[src/rtl/dassign1_loader.sv]
// dassign1_loader: serial-to-parallel frame loader with a valid/ready hold register.
// It assembles NBITS-bit frames, first bit received = MSB, and it counts delivered frames.
module dassign1_loader #(
  parameter int NBITS = 7,
  parameter int CNTW  = 8
) (
  input  logic             clk,
  input  logic             rst_n,
  input  logic             sin,
  input  logic             sin_valid,
  output logic             sin_ready,
  input  logic             sync,
  output logic [NBITS-1:0] vec,
  output logic             vec_valid,
  input  logic             vec_ready,
  output logic [CNTW-1:0]  frame_cnt
);
  localparam int BW = $clog2(NBITS + 1);
  localparam logic [BW-1:0] FULL = BW'(NBITS);
  localparam logic [BW-1:0] LAST = BW'(NBITS - 1);
  logic [NBITS-1:0] r_shreg, r_vec;
  logic [BW-1:0]    r_bitcnt;
  logic             r_vec_valid;
  logic [CNTW-1:0]  r_frame_cnt;
  logic             w_accept, w_pend, w_hs, w_free, w_load;
  logic [NBITS-1:0] w_frame;
  assign sin_ready = !sync && (r_bitcnt != FULL);
  assign w_accept  = sin_valid && sin_ready;
  assign w_pend    = r_bitcnt == FULL;
  assign w_hs      = r_vec_valid && vec_ready;
  assign w_free    = !r_vec_valid || vec_ready;
  // A completing bit goes straight to the hold register when it is free; otherwise the frame waits in PEND.
  assign w_load    = w_accept && (r_bitcnt == LAST) && w_free;
  assign w_frame   = {r_shreg[NBITS-2:0], sin};
  assign vec       = r_vec;
  assign vec_valid = r_vec_valid;
  assign frame_cnt = r_frame_cnt;
  always_ff @(posedge clk or negedge rst_n) begin
    if (!rst_n) begin
      r_shreg     <= '0;
      r_bitcnt    <= '0;
      r_vec       <= '0;
      r_vec_valid <= 1'b0;
      r_frame_cnt <= '0;
    end else begin
      r_frame_cnt <= r_frame_cnt + CNTW'(w_hs);
      if (sync) begin
        r_shreg  <= '0;
        r_bitcnt <= '0;
      end else if (w_accept) begin
        r_shreg  <= w_frame;
        r_bitcnt <= w_load ? '0 : r_bitcnt + 1'b1;
      end else if (w_pend && w_hs) begin
        r_bitcnt <= '0;
      end
      if (w_load) begin
        r_vec       <= w_frame;
        r_vec_valid <= 1'b1;
      end else if (!sync && w_pend && w_hs) begin
        r_vec       <= r_shreg;
        r_vec_valid <= 1'b1;
      end else if (w_hs) begin
        r_vec_valid <= 1'b0;
      end
    end
  end
endmodule

[config.mk]
export PLATFORM = sky130hd
export DESIGN_NAME = dassign1_loader
export DESIGN_NICKNAME = d
export VERILOG_FILES = /design/src/rtl/dassign1_loader.sv
export SDC_FILE = /design/constraint.sdc
export NUM_CORES = 1
export LEC_CHECK = 0
export BUFFER_PORTS_ARGS = -buffer_cell sky130_fd_sc_hd__buf_2
export CORE_MARGIN = 8
export CORE_UTILIZATION = 45
export CTS_CLUSTER_DIAMETER = 150
export DETAILED_ROUTE_END_ITERATION = 10
export GPL_ROUTABILITY_DRIVEN = 0
export PLACE_DENSITY = 0.68
export SETUP_SLACK_MARGIN = 0.15
export SYNTH_ARGS = -nofsm -noshare
export SYNTH_HDL_FRONTEND = slang
export SYNTH_SLANG_ARGS = --single-unit
export TNS_END_PERCENT = 100
[constraint.sdc]
create_clock -name clk -period 3.8 [get_ports clk]
set_clock_uncertainty 0.1 [all_clocks]
set_input_delay 0 -clock clk [delete_from_list [all_inputs] [get_ports clk]]
set_output_delay 0 -clock clk [all_outputs]
set_load 0.02 [all_outputs]
==> results.md <==
- The number of nets in the final layout is approximately 150.
- The synthesized design contains 26 register bits.
- Headroom to the max-slew limit came out at 0.5789.
- The number of violations reported at the end of detailed-routing iteration 0 is 23.
- The setup-violating endpoint count in the final report is 0.
- Port buffering added 22 buffers.
- The chip width is 68.04 um.
- The kind of start point of the critical path is a flip-flop.
- From synthesis to final layout, the design area changed by 17.35%.
- The largest vdd supply drop is roughly 0.22 mV.
- The number of hold violations in the final report came to 0.
- Once placement finished, the instance area stood at around 1300 um2.
- The number of clock sinks is 26.
- The path class of the tightest hold or removal check is in -> reg.
- The critical path endpoint category is a flip-flop.
- The standard-cell row count is 19.
- The global-route usage over all layers is 0.1102.
- The net switching power figure is around 0.1 mW.
- The count of cells resized by post-cts repair is 0.
- The register area share after synthesis is 0.5339.
- The run finished with clean final reports.
- After global routing the overflow that remains totals 0.
- The relative contribution of combinational cells to total power is 0.065.
- The post-layout minimum cycle time is about 2300 ps.
- At the pin with the least slew margin, the transition time is approximately 630 ps.
- The relative contribution of sequential cells to total power is 0.630.
- After synthesis, the largest family of logic cells by area is simple AND/OR/NAND/NOR gates.
- Dividing the final minimum period by the clock period gives 0.6065.
- The mean instance size in the synthesized netlist is ~11 um2.
- For the worst setup path, the data required time is 3910 ps.
- The count of nets left with antenna violations once routing finished came out at 0.
- The detail-routed net length per standard cell is about 14 um.
- Of the total synthesized cell area, the portion taken by AND, OR, NAND and NOR gates is 0.1930.
- The total die area is 4629 um2.
- Before antenna repair, the detailed router went through 4 iterations.
- The floorplan step set the die height to about 68 um.
- In this run the register-to-register setup slack is ~1500 ps.
- The power per cell area is ~320 nW/um2.
- The maximum clock path buffer count is 2.
- The final route contains between 800 and 900 vias.
- The tree is rooted in a clkbuf_4.
- After synthesis, the share of cell area in mux cells is 0.
- Of the total synthesized cell area, the portion taken by full adders, half adders and majority gates is 0.05133.
- Synthesis instantiated 29 different standard cells from the library.
- TritonCTS created 3 clock buffers.
- In this run the static leakage power is roughly 0.75 nW.
- Max-cap violations in this run came to 0.
- The remaining routing DRC violations is 0.
- In the final layout, the multi-input gates occupy 536.8 um2.
- By startpoint and endpoint, the worst setup path is classified as reg -> reg.
- The minimum hold slack is roughly 41 ps.
- The CTS tree is built.
- The core outline area is 2663 um2.
- Along the worst path, the maximum fanout reaches 18.
- For this run, the top clock speed supported by timing is approximately 430 MHz.
- Of the total power, the clock network draws 0.305.
- The fraction of the mapped netlist area in compound gates is 0.1530.
- The via count of the first global-routing pass was between 800 and 900.
- The number of nets handed over by synthesis was 119.
- Fill cells in the final layout number between 200 and 250.
- The first global-routing pass estimated roughly 4000 um of wire.
- The library cell used most frequently in the layout, excluding fill and tap cells, is dfrtp_1.
- Of the total synthesized cell area, the portion taken by XOR and XNOR cells is 0.04312.
- Summing every instance area after synthesis gives approximately 1200 um2.
- Of the total power, the share spent switching nets is 0.2211.
- For this configuration, the core starts out at a cell density of 0.4577.
- At the worst endpoint, the arrival time is roughly 2400 ps.
- Leaving out fill and tap cells, the most frequent cells in the layout are dfrtp_1, buf_2, nand2_1, and2_1.
- The max-slew violation count is 0.
- For this block, the routed nets add up to 2302 um of wire.
- After technology mapping, the gate count stands at roughly 110.
- Detailed placement ended at an HPWL of around 1700 um.
- The fraction of layout instances using a drive strength above 1 is 0.2074.
- The worst-skew pair later-pin latency is between 300 and 400 ps.
- Yosys printed 0 warnings.
- Cell internal power was estimated by the tool at 0.3513 mW.
- After clock tree synthesis, the clock-pin slew on the worst setup and hold paths is 130 ps.
- 23 I/O pins were placed.
- In this run the number of H-tree levels came out at 1.
- The initial antenna violation count is 0.
- The area used by sequential logic in the layout is about 650 um2.
- The total negative setup slack is 0 ps.
- Setup repair after global routing left no endpoint under its margin.
- Summing all non-filler instances in the final layout gives an area of about 1400 um2.
- The final cell utilization of the core is 0.5371.
- The per-cell via count in the routed design is 5.319.
- The largest net degree at the start of global routing is 27.
- 0 antenna diodes ended up in the layout.
==> cells by family after synthesis <==
group | Yosys count
flops | 26
buf+inv | 6
compound gates | 23
xor+xnor | 6
fa+ha+maj | 5
simple gates | 42
==> synth_stat cells <==
cell       number  area [um2]
dfrtp_1        26       650.6
nand2_1        12       45.04
and2_1          9       56.30
nand2b_1        8       50.05
o21ai_0         8       40.04
a221o_1         7       70.07
ha_1            5       62.56
nor2_1          4       15.01
xor2_1          4       35.03
nand3_1         3       15.01
inv_1           2       7.510
o2bb2ai_1       2       17.52
xnor2_1         2       17.52
a211o_1         1       8.760
a211oi_1        1       7.510
a21oi_1         1       5.000
a2bb2oi_1       1       8.760
a31oi_4         1       21.27
and2b_1         1       7.510
and3_1          1       6.260
and4b_1         1       10.01
buf_2           1       5.000
buf_4           1       7.510
clkbuf_1        1       3.750
clkbuf_4        1       7.510
nor2b_1         1       6.260
nor3_1          1       5.000
nor3b_4         1       18.77
o211ai_1        1       7.510
==> area by class of cell <==
type                    count  area share
clock buffers               4     0.02537
inverters                   2    0.005249
repair buffers             27      0.1120
well taps                  31     0.02712
flip-flops and latches     26      0.4549
multi-input cells          76      0.3753
==> metal layers <==
metal,vias to the layer above,track usage,share of wire
met5,-,0,0
met4,0,0.05115,0.0083
met3,2,0.02782,0.054
met2,14,0.1782,0.47
met1,437,0.1348,0.47
li1,430,-,-
==> sequential cells by signal (all words and copies together) (netlist names) <==
name / flops
frame_cnt: 8
vec_valid: 1
r_shreg: 7
vec: 7
r_bitcnt: 3
==> power groups by stage <==
stage          Sequential [mW]  Clock, mW  Combinational (mW)
2_1_floorplan            0.289          0              0.0133
3_3_place_gp             0.289          0              0.0250
3_5_place_dp             0.289          0              0.0260
4_1_cts                  0.284      0.142              0.0301
5_1_grt                  0.285      0.153              0.0340
6_report                 0.284      0.137              0.0295
==> worst max-delay path, cell delays in order, from the launching register on <==
cell     delay [ps]
dfrtp_1         430
ha_1            210
ha_1            280
nor3b_4         590
a31oi_4         240
a221o_1         340
==> stage by stage <==
stage,cells,total power [mW],setup WS (ps)
3_3_place_gp,157,0.3142,1624
6_report,166,0.4510,1495
3_5_place_dp,157,0.3155,1510
2_1_floorplan,108,0.3022,1934
4_1_cts,166,0.4564,1502
5_1_grt,166,0.4718,1343
==> timing repair <==
item	4_1_cts	5_1_grt
hold endpoints to repair	34	0
setup buffers	0	0
hold buffers	5	0
==> worst paths after layout <==
path,start,end,cells past startpoint
setup / recovery,r_bitcnt[0],vec[1],5
hold / removal,sin_valid,r_bitcnt[2],4
setup reg to reg,r_bitcnt[0],vec[1],5
hold reg to reg,frame_cnt[7],frame_cnt[7],1
max in group asynchronous,rst_n,r_bitcnt[0],2
min in group asynchronous,rst_n,r_shreg[2],2
(Power assumes the default switching activity.)
